==> src/rtl/hash_pkg.sv <==
// Shared constants, FSM state type and round helpers for the hasher and hash_checker.
// Both ends include this package so their round arithmetic agrees bit-for-bit.
package hash_pkg;

    localparam logic [31:0] LANE_A_INIT = 32'h55555555;
    localparam logic [31:0] LANE_B_INIT = 32'hAAAAAAAA;
    localparam int          MAX_BYTES   = 8;

    typedef enum logic [1:0] {
        IDLE = 2'd0,
        RUN  = 2'd1,
        DONE = 2'd2
    } state_t;

    // Per-round additive constant; every round index gets a distinct value.
    function automatic logic [31:0] round_const(input logic [2:0] idx);
        logic [31:0] k;
        case (idx)
            3'd0:    k = 32'h9E3779B9;
            3'd1:    k = 32'h7F4A7C15;
            3'd2:    k = 32'hF39CC060;
            3'd3:    k = 32'h5CEDC834;
            3'd4:    k = 32'h2FF8D6A1;
            3'd5:    k = 32'hB5026F5A;
            3'd6:    k = 32'hC6EF3720;
            default: k = 32'h1B873593;
        endcase
        return k;
    endfunction

    function automatic logic [31:0] rotl32(input logic [31:0] x, input logic [4:0] amt);
        logic [63:0] doubled;
        doubled = {x, x} << amt;
        return doubled[63:32];
    endfunction

endpackage

==> src/rtl/hash_round_step.sv <==
// One combinational round of the two-lane hash: byte mix, round-constant add, rotate.
// The rotate amount is idx*4+1, so each round index rotates by a different odd amount.
module hash_round_step
    import hash_pkg::*;
(
    input  logic [7:0]  in_byte,
    input  logic [2:0]  round_idx,
    input  logic [31:0] in_state,
    output logic [31:0] out_state
);

    logic [31:0] mixed;

    always_comb begin
        mixed     = (in_state ^ {4{in_byte}}) + round_const(round_idx);
        out_state = rotl32(mixed, {round_idx, 2'b01});
    end

endmodule

==> config.mk <==
export PLATFORM = sky130hd
export DESIGN_NAME = hash_round_step
export DESIGN_NICKNAME = d
export VERILOG_FILES = /design/src/rtl/hash_pkg.sv /design/src/rtl/hash_round_step.sv
export SDC_FILE = /design/constraint.sdc
export NUM_CORES = 1
export LEC_CHECK = 0
export BUFFER_PORTS_ARGS = -buffer_cell sky130_fd_sc_hd__clkbuf_2
export CORE_ASPECT_RATIO = 0.7
export CORE_UTILIZATION = 59
export DETAILED_ROUTE_END_ITERATION = 10
export PLACE_DENSITY = 0.87
export SYNTH_ARGS = -nofsm -noshare
export SYNTH_HDL_FRONTEND = slang
export SYNTH_SLANG_ARGS = --single-unit
==> constraint.sdc <==
create_clock -name vclk -period 4.8
set_input_delay 0.24 -clock vclk [all_inputs]
set_output_delay 0.24 -clock vclk [all_outputs]
set_load 0.1 [all_outputs]
==> results.yml <==
yosys:
  syn_avg_cell_area_um2: 6.769
  yosysUniqueCellTypes: 67
  yosysWarnings: 0
  yosysSeqAreaShare_pct: 0
  syn_inst: 541
  syn_area_um2: 3662
  synth_fp_nets: 620
clock_tree:
  ctsResizeCount: 0
  post_cts_buffers: 0
  hold_buffers: 0
setup_path:
  crit_path_max_incr_delay_ns: 0.44
  end_kind: "output port"
  start_kind: "primary input"
  path_max_fanout: 14
  path_class: "in2out"
  crit_family: "compound AO/OA/AOI/OAI gates"
  cp_cell_sequence: "clkbuf_2 > inv_2 > nor2_1 > nor3_1 > ha_1 > o211ai_1 > o21ai_1 > o211ai_1 > a41o_1 > o41ai_4 > a31oi_1 > xor2_1 > a221o_1 > mux2i_2 > buf_12"
  cpMaxStageDelayCell: "nor2_1"
  crit_buf_inv: 3
  crit_top_cell: "o211ai_1"
  critPathRequiredTime_ns: 4.56
  arrival_ns: 4.32
floorplanning:
  dieWidth_um: 96.17
  rows: 23
  start_util_pct: 62.69
  core_um2: 5842
  fp.dieH_um: 67.92
  io_pins: 75
  design.die.area_um2: 6531
grt:
  grt_pass1_wl_um: 22380
  grt_start_max_net_pins: 56
  grt_usage_pct: 44.68
  grt_overflow: 0
  grt_pass1_vias: 4477
  antenna_found_initial: 0
layout:
  final_nets: 673
  seq_cells: 0
  regArea_um2: 0
  most-common-layout-cells: "nand2_1, a21oi_1, nor2_1"
  antennaDiodeCount: 0
  fillers: 370
  clock_buffer_count: 0
  fin_util_pct: 80.72
  fin_area_um2: 4716
  final_cells: 667
  drive_above_1_share_pct: 22.97
  layout_commonest_cell: "nand2_1"
  syn_to_final_growth_pct: 28.77
route:
  drcViolationCount: 0
  viasPerCell: 7.355
  wl_um: 14450
  drtPass1Iterations: 10
  wire_per_inst_um: 21.67
  vias: 4906
  first_iter_violations: 960
  final_antenna_net_count: 0
run:
  max_cap_violations: 0
pwr:
  share_comb_of_total_power_pct: 100.0
  p_seq_share_pct: 0
  power_mw: 2.158
  internal_power_uw: 741.7
  power.density_nw_per_um2: 457.7
  p_leak_nw: 2.058
  p_clk_share_pct: 0
  swShare_pct: 65.64
  vdd_drop_max_mv: 0.5575
  p_switching_mw: 1.417
min_path:
  min_to: "out_state[0]"
  worstHoldPathType: "in2out"
  min_from: "round_idx[2]"
  hold_depth: 3
sta:
  fmax_ghz: 0.2194
  maxSlewViolCount: 0
  finalHoldViolCount: 0
  min_period_over_period_pct: 94.96
  grt_setup_unrepaired: "no"
  setup_viol: 0
  slew_headroom_pct: 39.54
  worstMarginPinSlew_ns: 0.8840
  hold_ws_ns: 1.057
  min_period_ns: 4.558
placed_design:
  dp_hpwl_um: 11540
  gp_congestion: 1.115
  place_area_um2: 4715
  io_buffers: 75
  dp.cells: 667
outcome:
  status: "completed"
-- how the worst max path moves through the flow --
stage | from | end | slack, ns | cells past startpoint
2_1_floorplan | round_idx[1] | out_state[13] | -0.46 | 16
3_3_place_gp | round_idx[0] | out_state[28] | 0.54 | 15
3_5_place_dp | round_idx[0] | out_state[0] | 0.31 | 15
4_1_cts | round_idx[0] | out_state[0] | 0.29 | 15
5_1_grt | round_idx[0] | out_state[0] | 0.01 | 17
6_report | round_idx[2] | out_state[6] | 0.24 | 15
-- cells by family (layout without fill, tap and decap cells) --
| logic type | Yosys count | in the layout | synth area share, % |
|---|---|---|---|
| buffers and inverters | 57 | 108 | 5.842 |
| muxes | 33 | 33 | 10.45 |
| adders and majority gates | 36 | 36 | 12.50 |
| xor gates and xnor gates | 64 | 64 | 15.31 |
| AOI/OAI and AO/OA | 195 | 195 | 36.39 |
| and+or+nand+nor | 156 | 156 | 19.51 |
-- metal layers --
layer | up-vias | track usage, % | wire length [µm]
li1 | 2117 | - | -
met1 | 2185 | 56.03 | 5381
met2 | 485 | 67.29 | 5912
met3 | 119 | 16.44 | 2378
met4 | 0 | 22.20 | 780
met5 | - | 0 | 0
-- through the flow --
step           worst slack, ns  setup TNS [ns]
2_1_floorplan          -0.4636          -1.389
3_3_place_gp            0.5445               0
3_5_place_dp            0.3106               0
4_1_cts                 0.2889               0
5_1_grt                0.01376               0
6_report                0.2418               0
-- cells in the mapped netlist, types with 2 or more instances --
cell       count  area share, %
a2111oi_0      4           0.96
a211o_1        3           0.72
a211oi_1       6            1.2
a21o_1        10            2.0
a21oi_1       52            7.1
a221oi_1       2           0.48
a222oi_1       3           0.82
a22o_1         2           0.48
a22oi_1        2           0.41
a31oi_1        7            1.2
and2_1         7            1.2
and3_1         5           0.85
buf_1          8           0.82
clkbuf_1      28            2.9
ha_1          35             12
inv_1         20            2.0
mux2_2        11            3.4
mux2i_1       18            4.9
mux4_2         3            1.8
nand2_1       55            5.6
nand2b_1       4           0.68
nand3_1        7           0.96
nand4_1        9            1.5
nor2_1        47            4.8
nor2b_1        2           0.34
nor3_1        11            1.5
nor4b_1        2           0.48
o211ai_1      12            2.5
o21a_1        14            2.9
o21ai_0       29            4.0
o21ai_1        4           0.55
o21ba_2        2           0.55
o21bai_1       2           0.41
o221ai_1       3           0.72
o22ai_1       10            1.7
o2bb2ai_1      2           0.48
o31ai_1        8            1.6
xnor2_1       20            4.8
xor2_1        44             11
-- power by group through the flow --
stage	clock network, mW	logic (mW)	registers (mW)
6_report	0	2.16	0
5_1_grt	0	2.23	0
4_1_cts	0	2.10	0
3_5_place_dp	0	2.09	0
3_3_place_gp	0	2.05	0
2_1_floorplan	0	1.44	0
-- layout make-up --
type                            instances  area [µm²]  area share (%)
Inverter                               21       82.58           1.751
Tap cell                               75       93.84           1.990
Timing Repair Buffer                   87       958.4           20.32
Multi-Input combinational cell        484        3581           75.94
No activity file was read; power rests on OpenSTA's default activity.
